`src/rtl/muldiv_ctrl_pkg.sv`:
```
// Shared types, op codes and helpers for the HI/LO multiply/divide sequencer.
package muldiv_ctrl_pkg;

   localparam int DATA_W  = 32;
   localparam int DWORD_W = 64;
   localparam int ALUOP_W = 8;
   localparam int CNT_W   = 5;

   typedef logic [DATA_W-1:0]  data_t;
   typedef logic [DWORD_W-1:0] dword_t;
   typedef logic [ALUOP_W-1:0] aluop_t;

   localparam aluop_t ALU_NOP   = 8'h00;
   localparam aluop_t ALU_ADD   = 8'h01;
   localparam aluop_t ALU_SUB   = 8'h02;
   localparam aluop_t ALU_MUL   = 8'h10;
   localparam aluop_t ALU_MULT  = 8'h11;
   localparam aluop_t ALU_MULTU = 8'h12;
   localparam aluop_t ALU_MADD  = 8'h13;
   localparam aluop_t ALU_MADDU = 8'h14;
   localparam aluop_t ALU_MSUB  = 8'h15;
   localparam aluop_t ALU_MSUBU = 8'h16;
   localparam aluop_t ALU_DIV   = 8'h17;
   localparam aluop_t ALU_DIVU  = 8'h18;

   typedef enum logic [1:0] {
      MDU_IDLE = 2'd0,
      MDU_RUN  = 2'd1,
      MDU_DONE = 2'd2
   } mdu_state_e;

   function automatic logic is_mul_signed(input aluop_t op);
      return op inside {ALU_MUL, ALU_MULT, ALU_MADD, ALU_MSUB};
   endfunction

   function automatic logic is_mul_unsigned(input aluop_t op);
      return op inside {ALU_MULTU, ALU_MADDU, ALU_MSUBU};
   endfunction

   function automatic logic is_div(input aluop_t op);
      return op inside {ALU_DIV, ALU_DIVU};
   endfunction

   // 0x80000000 comes back unchanged, which read as unsigned is 2^31.
   function automatic data_t abs_mag(input data_t x);
      return x[DATA_W-1] ? data_t'(-x) : x;
   endfunction

endpackage

```
`src/rtl/muldiv_ctrl_div_radix2.sv`:
```
// Radix-2 restoring divider core: remainder/quotient/divisor registers and iteration counter.
module div_radix2
   import muldiv_ctrl_pkg::*;
#(
   parameter int DIV_ITER = 32
) (
   input  logic  clk,
   input  logic  rst,
   input  logic  start,
   input  logic  abort,
   input  logic  en,
   input  data_t dividend,
   input  data_t divisor,
   output logic  last,
   output data_t quo,
   output data_t rem
);

   data_t            rem_q, rem_d;
   data_t            quo_q, quo_d;
   data_t            dsr_q, dsr_d;
   logic [CNT_W-1:0] cnt_q, cnt_d;
   logic [DATA_W:0]  shifted;
   data_t            diff;
   logic             fits;

   // A successful trial leaves a result below 2^32, so the low 32 bits are exact.
   assign shifted = {rem_q, quo_q[DATA_W-1]};
   assign fits    = shifted >= {1'b0, dsr_q};
   assign diff    = shifted[DATA_W-1:0] - dsr_q;

   always_comb begin
      rem_d = rem_q;
      quo_d = quo_q;
      dsr_d = dsr_q;
      cnt_d = cnt_q;
      if (abort) begin
         cnt_d = '0;
      end else if (start) begin
         rem_d = '0;
         quo_d = dividend;
         dsr_d = divisor;
         cnt_d = '0;
      end else if (en) begin
         rem_d = shifted[DATA_W-1:0];
         quo_d = {quo_q[DATA_W-2:0], 1'b0};
         if (fits) begin
            rem_d    = diff;
            quo_d[0] = 1'b1;
         end
         cnt_d = cnt_q + 1'b1;
      end
   end

   always_ff @(posedge clk) begin
      if (rst) begin
         rem_q <= '0;
         quo_q <= '0;
         dsr_q <= '0;
         cnt_q <= '0;
      end else begin
         rem_q <= rem_d;
         quo_q <= quo_d;
         dsr_q <= dsr_d;
         cnt_q <= cnt_d;
      end
   end

   // quo/rem present the outcome of the iteration in progress, ready to capture on the last one.
   assign last = (cnt_q == CNT_W'(DIV_ITER - 1));
   assign quo  = quo_d;
   assign rem  = rem_d;

endmodule

```
`src/rtl/muldiv_ctrl.sv`:
```
// EX-stage HI/LO sequencer: registered 16x16 partial products, 32-step divider, stall request.
module muldiv_ctrl
   import muldiv_ctrl_pkg::*;
#(
   parameter int DIV_ITER = 32
) (
   input  logic   clk,
   input  logic   rst,
   input  aluop_t aluop,
   input  data_t  opr1,
   input  data_t  opr2,
   input  logic   stall_i,
   input  logic   flush,
   output dword_t mulhi,
   output dword_t mullo,
   output logic   mul_s,
   output dword_t divres,
   output logic   stallreq
);

   // state    | meaning
   // MDU_IDLE | no division active; a divide op in EX starts one
   // MDU_RUN  | one restoring iteration per cycle, pipeline held
   // MDU_DONE | divres valid; wait for the divide op to leave EX

   mdu_state_e state_q, state_d;
   dword_t     mulhi_q, mulhi_d;
   dword_t     mullo_q, mullo_d;
   logic       mul_s_q, mul_s_d;
   dword_t     divres_q, divres_d;
   logic       qsign_q, qsign_d;
   logic       rsign_q, rsign_d;

   logic       kill, mul_sgn, mul_op, div_op, div_sgn;
   logic       div_start, mul_ld, dv_last, dv_en, stall_req;
   data_t      mag1, mag2, dv_quo, dv_rem;
   data_t      pp_hh, pp_lh, pp_hl, pp_ll;

   // Reset mid-division behaves like a flush on top of clearing the registers.
   assign kill    = flush | rst;
   assign mul_sgn = is_mul_signed(aluop);
   assign mul_op  = mul_sgn | is_mul_unsigned(aluop);
   assign div_op  = is_div(aluop);
   assign div_sgn = (aluop == ALU_DIV);
   assign mag1    = (mul_sgn | div_sgn) ? abs_mag(opr1) : opr1;
   assign mag2    = (mul_sgn | div_sgn) ? abs_mag(opr2) : opr2;

   assign pp_hh = {16'b0, mag1[31:16]} * {16'b0, mag2[31:16]};
   assign pp_lh = {16'b0, mag1[15:0]}  * {16'b0, mag2[31:16]};
   assign pp_hl = {16'b0, mag1[31:16]} * {16'b0, mag2[15:0]};
   assign pp_ll = {16'b0, mag1[15:0]}  * {16'b0, mag2[15:0]};

   assign div_start = (state_q == MDU_IDLE) && div_op && !kill;
   assign dv_en     = (state_q == MDU_RUN) && !kill;
   assign stall_req = div_start || dv_en;
   assign mul_ld    = mul_op && !stall_i && !stall_req && !kill;

   div_radix2 #(.DIV_ITER(DIV_ITER)) u_div (
      .clk      (clk),
      .rst      (rst),
      .start    (div_start),
      .abort    (flush),
      .en       (dv_en),
      .dividend (mag1),
      .divisor  (mag2),
      .last     (dv_last),
      .quo      (dv_quo),
      .rem      (dv_rem)
   );

   always_comb begin
      state_d  = state_q;
      mulhi_d  = mulhi_q;
      mullo_d  = mullo_q;
      mul_s_d  = mul_s_q;
      divres_d = divres_q;
      qsign_d  = qsign_q;
      rsign_d  = rsign_q;

      unique case (state_q)
         MDU_IDLE: if (div_start) state_d = MDU_RUN;
         MDU_RUN:  if (dv_last)   state_d = MDU_DONE;
         MDU_DONE: if (!stall_i)  state_d = MDU_IDLE;
         default:                 state_d = MDU_IDLE;
      endcase
      if (kill) state_d = MDU_IDLE;

      if (div_start) begin
         qsign_d = div_sgn & (opr1[31] ^ opr2[31]);
         rsign_d = div_sgn & opr1[31];
      end

      if (dv_en && dv_last) begin
         divres_d = {rsign_q ? data_t'(-dv_rem) : dv_rem,
                     qsign_q ? data_t'(-dv_quo) : dv_quo};
      end

      if (mul_ld) begin
         mulhi_d = {pp_hh, pp_lh};
         mullo_d = {pp_hl, pp_ll};
         mul_s_d = mul_sgn & (opr1[31] ^ opr2[31]);
      end
   end

   always_ff @(posedge clk) begin
      if (rst) begin
         state_q  <= MDU_IDLE;
         mulhi_q  <= '0;
         mullo_q  <= '0;
         mul_s_q  <= 1'b0;
         divres_q <= '0;
         qsign_q  <= 1'b0;
         rsign_q  <= 1'b0;
      end else begin
         state_q  <= state_d;
         mulhi_q  <= mulhi_d;
         mullo_q  <= mullo_d;
         mul_s_q  <= mul_s_d;
         divres_q <= divres_d;
         qsign_q  <= qsign_d;
         rsign_q  <= rsign_d;
      end
   end

   assign mulhi    = mulhi_q;
   assign mullo    = mullo_q;
   assign mul_s    = mul_s_q;
   assign divres   = divres_q;
   assign stallreq = stall_req;

endmodule

```
`config.mk`:
```
export PLATFORM = sky130hd
export DESIGN_NAME = muldiv_ctrl
export DESIGN_NICKNAME = d
export VERILOG_FILES = /design/src/rtl/muldiv_ctrl_pkg.sv /design/src/rtl/muldiv_ctrl_div_radix2.sv /design/src/rtl/muldiv_ctrl.sv
export SDC_FILE = /design/constraint.sdc
export NUM_CORES = 2
export LEC_CHECK = 0
export BUFFER_PORTS_ARGS = -buffer_cell sky130_fd_sc_hd__buf_2
export CORE_MARGIN = 4
export CORE_UTILIZATION = 45
export DETAILED_ROUTE_END_ITERATION = 12
export GPL_TIMING_DRIVEN = 0
export SLEW_MARGIN = 30
export SYNTH_ARGS = -nofsm -noshare
export SYNTH_HDL_FRONTEND = slang
export SYNTH_SLANG_ARGS = --single-unit
```
`constraint.sdc`:
```
create_clock -name clk -period 11.2 [get_ports clk]
set_input_delay 0 -clock clk [delete_from_list [all_inputs] [get_ports clk]]
set_output_delay 0 -clock clk [all_outputs]
set_load 0.03 [all_outputs]
```
==> parameters.txt <==
Parameter                              Value

Outcome
  Status ... completed

Finish
  Final-stage net count ... between 7000 and 8000
  Number of inserted filler cells in the final layout ... 10314
  Area growth syn-to-layout ... 12.3%
  Commonest non-fill, non-tap cells in the layout ... sky130_fd_sc_hd__inv_1 (985), sky130_fd_sc_hd__nand2_1 (896), sky130_fd_sc_hd__fa_1 (777)
  Post-Route Utilization ... 51.0%
  Final Instance Area ... 53800 sq um
  Share of post-route cells with drive strength above 1 ... 9.05%
  Leading cell type in the layout, fill and taps excluded ... sky130_fd_sc_hd__inv_1

Yosys
  Mapped Cells ... 5804
  Sequential cell area fraction in the yosys report ... between 10% and 20%
  Synth Warn # ... 0
  Synthesized net count ... approximately 7000
  Number of register bits inferred by synthesis ... 298
  Cell area after synthesis ... 47900 sq um
  Syn_area_per_cell ... 8.25 sq um
  FFs w/ async S/R, synth ... 0%
  Distinct cell type count after synthesis ... 96
  Most frequently used flop master after synthesis ... sky130_fd_sc_hd__dfxtp_1
  Number of flops mapped to enable cells by yosys ... 0

Placed design
  Placer Congestion ... 1.02
  Standard cell area after detailed placement ... 51900 sq um
  Port Buf Inserts ... about 270
  Final HPWL DP ... 159 mm

Clocking
  TritonCTS clock tree ... built
  Number of buffers inserted during clock tree synthesis ... 40
  Sinks on Clock Net ... 298
  CTS Root Cell ... sky130_fd_sc_hd__clkbuf_16
  Clock insertion delay at the later pin of the skew report ... 0.65 ns
  Number of levels the H-tree was split into ... 2
  Clock slew at reported path FFs ... around 0.08 ns
  Longest Clk Path Bufs ... 3

STA
  Slew of the pin with the lowest slew margin ... 1.14 ns
  Hold Fails Final Rpt ... 0
  Slew HR ... about a quarter
  Final setup violating endpoints ... 0
  Minimum clock period after layout ... 11.07 ns
  Max Freq ... 90.4 MHz
  Fin. max-slew vios ... 0
  Unrepaired setup endpoints after global routing ... false
  Crit share post-route ... between 90 and 100%
  Setup clock skew after layout ... 0.0635 ns

Worst setup path
  Type of element launching the critical path ... input pin
  Peak fanout along the critical path ... 10
  Highest-delay cell along the critical path ... sky130_fd_sc_hd__xor2_1
  Maximum single-stage delay on the critical path ... 0.69 ns
  Critical Setup Path Class ... in -> reg
  Worst Path Arrival ... around 12 ns
  Critical path required time ... 11.78 ns
  Most frequent CP cell ... sky130_fd_sc_hd__fa_1
  Nature of the critical path endpoint ... flop

Drt
  Remaining antenna violation count after routing ... 0
  DRC violation count after routing ... 0
  Average wire per standard cell ... 25.4 microns
  Wire length reported by the detailed router ... between 150 and 200 mm
  Detailed Routing Iterations Pass 1 ... 6
  Count of vias placed by the detailed router ... 43054
  Starting DRT DRC Count ... 3970
  Vias per cell ... 5.64

Power and ir drop
  P_leak ... approximately 26 nW
  Power Dens Cells ... 319 nW/um^2
  Worst voltage drop across the vdd grid ... 0.552 mV

Die
  Die outline width ... approximately 330 microns
  Initial standard-cell utilization of the core ... 45.4%
  Area of the die ... ~110000 sq um
  Chip height ... 334 microns
  Number of standard-cell rows in the floorplan ... about 120
  I/O pin count ... 270
  Standard cell core area ... between 100000 and 150000 sq um

GRT
  Residual overflow from global routing ... 0
  Wire length of the first global-routing pass ... 283 mm
  Number of antenna violations at the first check in global routing ... 39
  GRT Util Overall ... between 30% and 40%
  Pin count of the biggest net entering global routing ... 14
  Number of global-route vias before repair ... 43205

Hold path
  Type of the tightest min-delay check ... in -> reg

Flow run
  Max-capacitance violation count ... 0
==> cell usage after synthesis, types with 7 or more instances <==
cell	instances	share of area, %
sky130_fd_sc_hd__o221ai_1	8	0.15
sky130_fd_sc_hd__clkbuf_1	243	1.9
sky130_fd_sc_hd__inv_1	986	7.7
sky130_fd_sc_hd__xnor2_1	188	3.4
sky130_fd_sc_hd__buf_2	7	0.073
sky130_fd_sc_hd__o21ai_1	24	0.25
sky130_fd_sc_hd__nor2b_1	10	0.13
sky130_fd_sc_hd__nor3_1	38	0.40
sky130_fd_sc_hd__a21oi_1	230	2.4
sky130_fd_sc_hd__a31o_2	7	0.13
sky130_fd_sc_hd__a21boi_0	9	0.14
sky130_fd_sc_hd__a31oi_1	31	0.41
sky130_fd_sc_hd__nor2_1	690	5.4
sky130_fd_sc_hd__buf_1	17	0.13
sky130_fd_sc_hd__fa_1	777	33
sky130_fd_sc_hd__or4_1	10	0.16
sky130_fd_sc_hd__a22oi_1	13	0.20
sky130_fd_sc_hd__and2_1	28	0.37
sky130_fd_sc_hd__a21o_1	70	1.1
sky130_fd_sc_hd__nor4_1	9	0.12
sky130_fd_sc_hd__o41ai_1	8	0.15
sky130_fd_sc_hd__o21a_1	18	0.28
sky130_fd_sc_hd__a41oi_1	7	0.13
sky130_fd_sc_hd__o21ai_0	191	2.0
sky130_fd_sc_hd__or2_2	10	0.13
sky130_fd_sc_hd__and3_1	15	0.20
sky130_fd_sc_hd__dfxtp_1	298	12
sky130_fd_sc_hd__xor2_1	121	2.2
sky130_fd_sc_hd__mux2i_1	8	0.17
sky130_fd_sc_hd__nand2_1	896	7.0
sky130_fd_sc_hd__nand3_1	85	0.89
sky130_fd_sc_hd__o21bai_1	18	0.28
sky130_fd_sc_hd__o22a_1	10	0.18
sky130_fd_sc_hd__a211oi_1	27	0.42
sky130_fd_sc_hd__nand2b_1	16	0.21
sky130_fd_sc_hd__o31ai_1	49	0.77
sky130_fd_sc_hd__or3_1	13	0.17
sky130_fd_sc_hd__o22ai_1	9	0.12
sky130_fd_sc_hd__nand4_1	18	0.24
sky130_fd_sc_hd__ha_1	454	12
==> final timing paths <==
check	from	end	slack, ns	cells after the start
setup reg to reg	u_div.dsr_q[2]$_SDFFE_PP0P_	divres[62]$_SDFFE_PP0P_	5.48	18
setup / recovery	opr2[9]	mulhi[27]$_SDFFE_PP0P_	0.13	35
hold / removal	opr2[6]	u_div.dsr_q[6]$_SDFFE_PP0P_	0.06	4
hold reg to reg	mulhi[47]$_SDFFE_PP0P_	mulhi[47]$_SDFFE_PP0P_	0.45	2
==> worst max-delay path, delay by kind of cell <==
family	cells	cell delay (ns)
compound gates	9	1.96
xor+xnor	2	1.36
buf+inv	6	1.56
simple gates	11	3.34
fa+ha+maj	7	3.40
==> layout make-up <==
| type | instances | area, sq um | share of cell area, % |
|---|---|---|---|
| Clock inverter | 18 | 269 | 0.500 |
| Sequential cell | 298 | 5970 | 11.1 |
| Antenna cell | 30 | 75.1 | 0.140 |
| Buffer | 268 | 1100 | 2.06 |
| Timing Repair Buffer | 333 | 2100 | 3.90 |
| Clock buffer | 55 | 1140 | 2.12 |
| Inverter | 987 | 3710 | 6.90 |
| Multi-Input combinational cell | 4249 | 37700 | 70.1 |
| Tap cell | 1391 | 1740 | 3.24 |
==> state kept, by name, indices dropped and copies added, names as in the netlist <==
name         cells
divres          64
mulhi           64
mullo           64
u_div.dsr_q     32
u_div.quo_q     32
u_div.rem_q     32
u_div.cnt_q      5
state_q          2
mul_s            1
qsign_q          1
rsign_q          1
==> where the power goes <==
part | switching [mW] | internal [mW]
combinational | 8.90 | 5.74
clock | 0.595 | 0.835
sequential | 0.00575 | 1.07
total | 9.50 | 7.65
==> layer usage <==
layer	track usage, %	share of wire [%]
met1	45.6	40
met2	51.4	42
met3	9.63	11
met4	19.5	6.8
met5	0	0.044
==> per-stage QoR <==
stage	total power, mW	setup WS [ns]	setup TNS [ns]	instances	hold WS [ns]
final	17.1	0.133	0	7629	0.0588
after global routing	18.8	0.0162	0	7608	0.0462
after CTS	17.0	0.196	0	7600	0.00564
after detailed placement	15.4	-0.796	-4.55	7497	0.221
after global placement	15.3	-1.00	-8.05	7462	0.217
after floorplan	11.4	2.61	0	5804	0.0768
==> logic make-up (layout without fill, tap and decap cells) <==
logic type | Yosys count | in the layout | share of synthesized area [%]
buffers and inverters | 1257 | 1661 | 9.92
AOI/OAI and AO/OA | 808 | 808 | 10.8
muxes | 15 | 15 | 0.332
adders and majority gates | 1232 | 1232 | 44.4
xor gates and xnor gates | 310 | 310 | 5.69
DFF | 298 | 298 | 12.5
and+or+nand+nor | 1884 | 1884 | 16.4
other | 0 | 30 | 0
==> repair_timing <==
action / CTS / global route
cloned: 0 / 0
resized for setup: 1 / 11
hold buffers: 30 / 0
endpoints found under the hold margin: 30 / 0
buffers inserted: 0 / 0
setup endpoints to repair: 1 / 9
(Power assumes the default switching activity.)
